### src/rtl/spi_luks_target_if.sv
// Bundles the SPI pins and the byte-level RX/TX handshake of spi_luks_target.
// slave: the target's view. master: the view of the SPI master plus the byte client.
interface spi_luks_target_if;
  logic       spi_sclk;
  logic       spi_ss_n;
  logic       spi_mosi;
  logic       spi_miso;
  logic       spi_miso_oe;
  logic [7:0] rx_data;
  logic       rx_valid;
  logic [7:0] tx_data;
  logic       tx_valid;
  logic       tx_ready;
  logic       busy;
  logic       frame_abort;
  logic       tx_underrun;

  modport slave (
    input  spi_sclk, spi_ss_n, spi_mosi, tx_data, tx_valid,
    output spi_miso, spi_miso_oe, rx_data, rx_valid, tx_ready, busy, frame_abort, tx_underrun
  );

  modport master (
    output spi_sclk, spi_ss_n, spi_mosi, tx_data, tx_valid,
    input  spi_miso, spi_miso_oe, rx_data, rx_valid, tx_ready, busy, frame_abort, tx_underrun
  );
endinterface

### src/rtl/spi_luks_target.sv
// SPI mode-0 target in the clk domain. SCLK/SS/MOSI are oversampled, MOSI bytes are
// deserialised MSB-first and a queued response byte is shifted out on MISO.
// Build option: SPI_LUKS_LOOPBACK_EN -- an empty holding register at a byte start sends the
// last received byte instead of TX_IDLE.
module spi_luks_target #(
  parameter int unsigned SYNC_STAGES = 2,
  parameter logic [7:0]  TX_IDLE     = 8'hFF
) (
  input  logic              clk,
  input  logic              rst,
  spi_luks_target_if.slave  bus_io
);

  typedef enum logic [0:0] {StIdle, StActive} state_e;

  logic [SYNC_STAGES-1:0] sclk_sync_q, ss_sync_q, mosi_sync_q;
  logic                   sclk_prev_q, ss_prev_q;
  logic                   sclk_s, ss_s, mosi_s;
  logic                   sclk_rise, sclk_fall, ss_fall, ss_rise;

  state_e     state_q;
  logic [2:0] bit_cnt_q;
  logic [6:0] rx_shift_q;
  logic [7:0] rx_data_q;
  logic       rx_valid_q;
  logic [7:0] tx_shift_q;
  logic [7:0] hold_q;
  logic       hold_full_q;
  logic       miso_q, oe_q, busy_q, abort_q, underrun_q;

  logic       tx_accept;
  logic [7:0] fill_byte;
  logic [7:0] ld_byte;
  logic       ld_empty;

  assign sclk_s    = sclk_sync_q[SYNC_STAGES-1];
  assign ss_s      = ss_sync_q[SYNC_STAGES-1];
  assign mosi_s    = mosi_sync_q[SYNC_STAGES-1];
  assign sclk_rise = sclk_s & ~sclk_prev_q;
  assign sclk_fall = ~sclk_s & sclk_prev_q;
  assign ss_fall   = ~ss_s & ss_prev_q;
  assign ss_rise   = ss_s & ~ss_prev_q;

  assign tx_accept = bus_io.tx_valid & ~hold_full_q;

`ifdef SPI_LUKS_LOOPBACK_EN
  assign fill_byte = rx_data_q;
`else
  assign fill_byte = TX_IDLE;
`endif

  // Byte for a frame/byte start: holding register, else a same-cycle write, else the filler.
  always_comb begin
    ld_byte  = fill_byte;
    ld_empty = 1'b1;
    if (hold_full_q) begin
      ld_byte  = hold_q;
      ld_empty = 1'b0;
    end else if (tx_accept) begin
      ld_byte  = bus_io.tx_data;
      ld_empty = 1'b0;
    end
  end

  // Synchronisers plus edge-detect registers. SS resets low so a select still held
  // across reset produces no falling edge: the master must re-assert it.
  always_ff @(posedge clk) begin
    if (rst) begin
      sclk_sync_q <= '0;
      ss_sync_q   <= '0;
      mosi_sync_q <= '0;
      sclk_prev_q <= 1'b0;
      ss_prev_q   <= 1'b0;
    end else begin
      sclk_sync_q <= {sclk_sync_q[SYNC_STAGES-2:0], bus_io.spi_sclk};
      ss_sync_q   <= {ss_sync_q[SYNC_STAGES-2:0], bus_io.spi_ss_n};
      mosi_sync_q <= {mosi_sync_q[SYNC_STAGES-2:0], bus_io.spi_mosi};
      sclk_prev_q <= sclk_s;
      ss_prev_q   <= ss_s;
    end
  end

  // Frame FSM with holding register, shifters and registered outputs.
  always_ff @(posedge clk) begin
    if (rst) begin
      state_q     <= StIdle;
      bit_cnt_q   <= 3'd0;
      rx_shift_q  <= '0;
      rx_data_q   <= '0;
      rx_valid_q  <= 1'b0;
      tx_shift_q  <= '0;
      hold_q      <= '0;
      hold_full_q <= 1'b0;
      miso_q      <= 1'b0;
      oe_q        <= 1'b0;
      busy_q      <= 1'b0;
      abort_q     <= 1'b0;
      underrun_q  <= 1'b0;
    end else begin
      rx_valid_q <= 1'b0;
      abort_q    <= 1'b0;
      if (tx_accept) begin
        hold_q      <= bus_io.tx_data;
        hold_full_q <= 1'b1;
      end
      unique case (state_q)
        StIdle: begin
          if (ss_fall) begin
            state_q     <= StActive;
            bit_cnt_q   <= 3'd0;
            oe_q        <= 1'b1;
            busy_q      <= 1'b1;
            tx_shift_q  <= ld_byte;
            miso_q      <= ld_byte[7];
            hold_full_q <= 1'b0;
            underrun_q  <= ld_empty;
          end
        end
        StActive: begin
          if (ss_rise) begin
            // Release wins over any coincident SCLK edge; the holding register survives.
            state_q   <= StIdle;
            oe_q      <= 1'b0;
            busy_q    <= 1'b0;
            miso_q    <= 1'b0;
            abort_q   <= (bit_cnt_q != 3'd0);
            bit_cnt_q <= 3'd0;
          end else if (sclk_rise) begin
            rx_shift_q <= {rx_shift_q[5:0], mosi_s};
            bit_cnt_q  <= bit_cnt_q + 3'd1;
            if (bit_cnt_q == 3'd7) begin
              rx_data_q  <= {rx_shift_q, mosi_s};
              rx_valid_q <= 1'b1;
            end
          end else if (sclk_fall) begin
            if (bit_cnt_q != 3'd0) begin
              tx_shift_q <= {tx_shift_q[6:0], 1'b0};
              miso_q     <= tx_shift_q[6];
            end else begin
              // Byte boundary: next response byte.
              tx_shift_q  <= ld_byte;
              miso_q      <= ld_byte[7];
              hold_full_q <= 1'b0;
              if (ld_empty) underrun_q <= 1'b1;
            end
          end
        end
        default: state_q <= StIdle;
      endcase
    end
  end

  assign bus_io.spi_miso    = miso_q;
  assign bus_io.spi_miso_oe = oe_q;
  assign bus_io.rx_data     = rx_data_q;
  assign bus_io.rx_valid    = rx_valid_q;
  assign bus_io.tx_ready    = ~hold_full_q;
  assign bus_io.busy        = busy_q;
  assign bus_io.frame_abort = abort_q;
  assign bus_io.tx_underrun = underrun_q;

endmodule

### src/flat_wrapper.sv
// flat-port wrapper written by rule: the top's interface ports become plain ports
module spi_luks_target_flat 
#(
  parameter int unsigned SYNC_STAGES = 2,
  parameter logic [7:0]  TX_IDLE     = 8'hFF
)
  (clk, rst, bus_io_spi_sclk, bus_io_spi_ss_n, bus_io_spi_mosi, bus_io_tx_data, bus_io_tx_valid, bus_io_spi_miso, bus_io_spi_miso_oe, bus_io_rx_data, bus_io_rx_valid, bus_io_tx_ready, bus_io_busy, bus_io_frame_abort, bus_io_tx_underrun);
  spi_luks_target_if bus_io_i ();
  input  logic clk;
  input  logic rst;
  input wire logic [$bits(bus_io_i.spi_sclk)-1:0] bus_io_spi_sclk;
  input wire logic [$bits(bus_io_i.spi_ss_n)-1:0] bus_io_spi_ss_n;
  input wire logic [$bits(bus_io_i.spi_mosi)-1:0] bus_io_spi_mosi;
  input wire logic [$bits(bus_io_i.tx_data)-1:0] bus_io_tx_data;
  input wire logic [$bits(bus_io_i.tx_valid)-1:0] bus_io_tx_valid;
  output wire logic [$bits(bus_io_i.spi_miso)-1:0] bus_io_spi_miso;
  output wire logic [$bits(bus_io_i.spi_miso_oe)-1:0] bus_io_spi_miso_oe;
  output wire logic [$bits(bus_io_i.rx_data)-1:0] bus_io_rx_data;
  output wire logic [$bits(bus_io_i.rx_valid)-1:0] bus_io_rx_valid;
  output wire logic [$bits(bus_io_i.tx_ready)-1:0] bus_io_tx_ready;
  output wire logic [$bits(bus_io_i.busy)-1:0] bus_io_busy;
  output wire logic [$bits(bus_io_i.frame_abort)-1:0] bus_io_frame_abort;
  output wire logic [$bits(bus_io_i.tx_underrun)-1:0] bus_io_tx_underrun;
  assign bus_io_i.spi_sclk = bus_io_spi_sclk;
  assign bus_io_i.spi_ss_n = bus_io_spi_ss_n;
  assign bus_io_i.spi_mosi = bus_io_spi_mosi;
  assign bus_io_i.tx_data = bus_io_tx_data;
  assign bus_io_i.tx_valid = bus_io_tx_valid;
  assign bus_io_spi_miso = bus_io_i.spi_miso;
  assign bus_io_spi_miso_oe = bus_io_i.spi_miso_oe;
  assign bus_io_rx_data = bus_io_i.rx_data;
  assign bus_io_rx_valid = bus_io_i.rx_valid;
  assign bus_io_tx_ready = bus_io_i.tx_ready;
  assign bus_io_busy = bus_io_i.busy;
  assign bus_io_frame_abort = bus_io_i.frame_abort;
  assign bus_io_tx_underrun = bus_io_i.tx_underrun;
  spi_luks_target #(.SYNC_STAGES(SYNC_STAGES), .TX_IDLE(TX_IDLE)) u_core (.clk(clk), .rst(rst), .bus_io(bus_io_i));
endmodule
### config.mk
export PLATFORM = sky130hd
export DESIGN_NAME = spi_luks_target_flat
export DESIGN_NICKNAME = d
export VERILOG_FILES = /design/src/rtl/spi_luks_target_if.sv /design/src/rtl/spi_luks_target.sv /design/src/flat_wrapper.sv
export SDC_FILE = /design/constraint.sdc
export NUM_CORES = 1
export LEC_CHECK = 0
export ABC_AREA = 1
export BUFFER_PORTS_ARGS = -buffer_cell sky130_fd_sc_hd__buf_2
export CELL_PAD_IN_SITES_DETAIL_PLACEMENT = 0
export CELL_PAD_IN_SITES_GLOBAL_PLACEMENT = 1
export CORE_ASPECT_RATIO = 1.2
export CORE_MARGIN = 1.5
export CORE_UTILIZATION = 35
export DETAILED_ROUTE_END_ITERATION = 8
export GPL_ROUTABILITY_DRIVEN = 1
export HOLD_SLACK_MARGIN = 0.12
export MAX_ROUTING_LAYER = met4
export PLACE_DENSITY_LB_ADDON = 0.1
export SETUP_SLACK_MARGIN = 0.02
export SKIP_LAST_GASP = 1
export SYNTH_ARGS = -nofsm -noshare
export SYNTH_HDL_FRONTEND = slang
export SYNTH_SLANG_ARGS = --single-unit
export TNS_END_PERCENT = 10
### constraint.sdc
create_clock -name clk -period 2.1 [get_ports clk]
set_input_delay 0.315 -clock clk [delete_from_list [all_inputs] [get_ports clk]]
set_output_delay 0.315 -clock clk [all_outputs]
set_load 0.005 [all_outputs]
==> results.cfg <==
[final_layout]
diodes = 0
layout-drive-gt1-share_pct = 17.6
nNetsFinal = 335
design_area_um2 = 2400
syn2layout_area_growth_pct = 13.7
final_common_cell = nor2_1
fin_cells = 399
final_cell_mix = nor2_1, nand2_1, dfxtp_1

[timing]
fin_tns_setup_ns = 0
maxSlewHeadroom_pct = 62.9
worst_pin_slew_ns = 0.555
maxSlewViolCount = 0
fin_skew_ns = 0.00767
final_hold_viol_count = 0
period_needed_ns = 1.51
rsz0062_at_grt = false
post-route-period-util_pct = 71.9
setup_viol = 0
clock.fmax_mhz = 662

[clock_network]
clockBufferDepth = 2
cts_tree = done
h-tree-depth = 2
cts_resized = 0
cts_root_buffer = clkbuf_8
clkSlewWorstSetupHoldPaths_ns = 0.09
hold_buffers = 0
clock-sinks = 48
cts-buffers-inserted = 5
clock_latency_ns = 0.30
cts_setup_buffers = 0

[placed_design]
placed_area_um2 = 2310
dpl.cell_count = 391
port_buffers = 28
routabilityCongestion = 0.755
detailed_place_hpwl_um = 3220

[grt]
grt_pass1_wl_um = 7840
grt_max_degree = 35
antenna_found_initial = 0
grt_use_total_pct = 16.0
grt_overflow_total = 0
grt_pass1_vias = 1644

[worst_setup_path]
critical_path_arrival_ns = 1.71
cpMostUsedCell = nor2_1
crit_chain = inv_1 -> ha_1 -> nand2_1 -> nand2_1 -> o21ai_0 -> nor2_1 -> nor2_1 -> nor2_1
cpPeakStageDelay_ns = 0.36
worst_ep_required_time_ns = 2.30
cp_max_fo = 8
cp_top_family = simple AND/OR/NAND/NOR gates
end_kind = register
path_class = reg2reg
cp_num_buf_inv = 1
critPathLaunchType = register
cpMaxStageDelayCell = dfxtp_1

[floorplanning]
dieArea_um2 = 6510
ioPinCount = 29
start_util_pct = 36.8
rows = 30
dieHeight_um = 88.1
coreArea_um2 = 5740
fp.dieW_um = 73.9

[status]
status = finished clean

[logic_synthesis]
syn_avg_cell_area_um2 = 7.28
syn_area_um2 = 2110
synth.distinct_cells = 28
syn_inst = 290
ys_ff_latch = 48
yosysSeqAreaShare_pct = 45.5
yosys_warnings = 0
synthesis.nets = 307

[power_and_ir_drop]
vdd_drop_max_uv = 349
powerDensity_nw_per_um2 = 715
leakage_nw = 1.15

[routing]
drt_iter0_drc = 78
final_antenna_net_count = 0
avgRoutedWirePerCell_um = 11.3
drc = 0
drtPass1Iterations = 4
wirelength_um = 4520
num_vias = 1765
via_per_inst = 4.42

[job]
maxCapViolations = 0

[hold_path]
hp-class = in2reg
## worst reg2reg max path: cells and delay by family, from the launching register on
kind	cells	cell delay, ns
compound gates	1	0.15
fa+ha+maj	1	0.20
buf+inv	1	0.07
flops	1	0.36
simple gates	5	0.63
## metrics by stage
stage | utilization, % | hold WS [ns] | total power, mW | worst slack [ns]
floorplan | - | 0.384 | 1.12 | 0.866
global placement | 40.2 | 0.390 | 1.18 | 0.641
detailed placement | 40.2 | 0.396 | 1.18 | 0.573
CTS | 41.8 | 0.191 | 1.75 | 0.571
global route | 41.8 | 0.189 | 1.82 | 0.366
finish | 41.8 | 0.202 | 1.72 | 0.590
## final cells by class
type / instances / area, um^2
Multi-Input combinational cell: 200 / 976
Tap cell: 80 / 100
Fill cell: 609 / 3340
Clock inverter: 3 / 21.3
Timing Repair Buffer: 28 / 140
Inverter: 35 / 134
Sequential cell: 48 / 961
Clock buffer: 5 / 68.8
## flip-flops by register name, summed over array words and instances, names as in the netlist
name                       cells
u_core.rx_shift_q              7
u_core.bus_io.spi_miso         1
u_core.ss_sync_q               2
u_core.ss_prev_q               1
u_core.hold_q                  8
u_core.tx_shift_q              7
u_core.bus_io.spi_miso_oe      1
u_core.bus_io.frame_abort      1
u_core.state_q                 1
u_core.sclk_sync_q             2
u_core.bus_io.rx_valid         1
u_core.sclk_prev_q             1
u_core.mosi_sync_q             2
u_core.bus_io.tx_underrun      1
u_core.hold_full_q             1
u_core.bus_io.rx_data          8
u_core.bit_cnt_q               3
## final timing paths
kind                         startpoint                     to  slack, ns  cells after the start
setup / recovery    u_core.bit_cnt_q[0]   u_core.tx_shift_q[3]       0.59                      8
hold reg to reg   u_core.mosi_sync_q[0]  u_core.mosi_sync_q[1]       0.41                      2
setup reg to reg    u_core.bit_cnt_q[0]   u_core.tx_shift_q[3]       0.59                      8
hold / removal          bus_io_spi_ss_n    u_core.ss_sync_q[0]       0.20                      3
## layer usage
layer	track usage, %	wire, um	up-vias
met5	-	0	-
met4	6.06	78	0
met3	2.76	131	6
met2	23.4	1930	32
met1	21.9	2380	762
li1	-	-	965
## synth_stat cells (all sizes together)
master  number  area [um^2]
nor2        69          299
nand2       59          256
dfxtp       48          961
inv         35          134
nand3       29          158
o21ai       20          100
a21oi       14         85.1
buf          4         30.0
clkbuf       3         11.3
ha           3         37.5
nand3b       1         7.51
nand4        1         6.26
nor3         1         5.00
o211ai       1         7.51
o21bai       1         7.51
or2          1         6.26
## where the power goes
part           internal, mW  switching [mW]  total, mW
Combinational        0.0656           0.121      0.187
Clock                 0.237           0.322      0.559
Sequential            0.948          0.0244      0.972
## logic make-up after synthesis
group	share of synthesized area [%]
AND/OR/NAND/NOR	35.0
adder cells (fa/ha/maj)	1.78
AO/OA/AOI/OAI	9.48
flip-flops	45.5
buffers and inverters	8.29
Power figures use the tool's default switching activity.
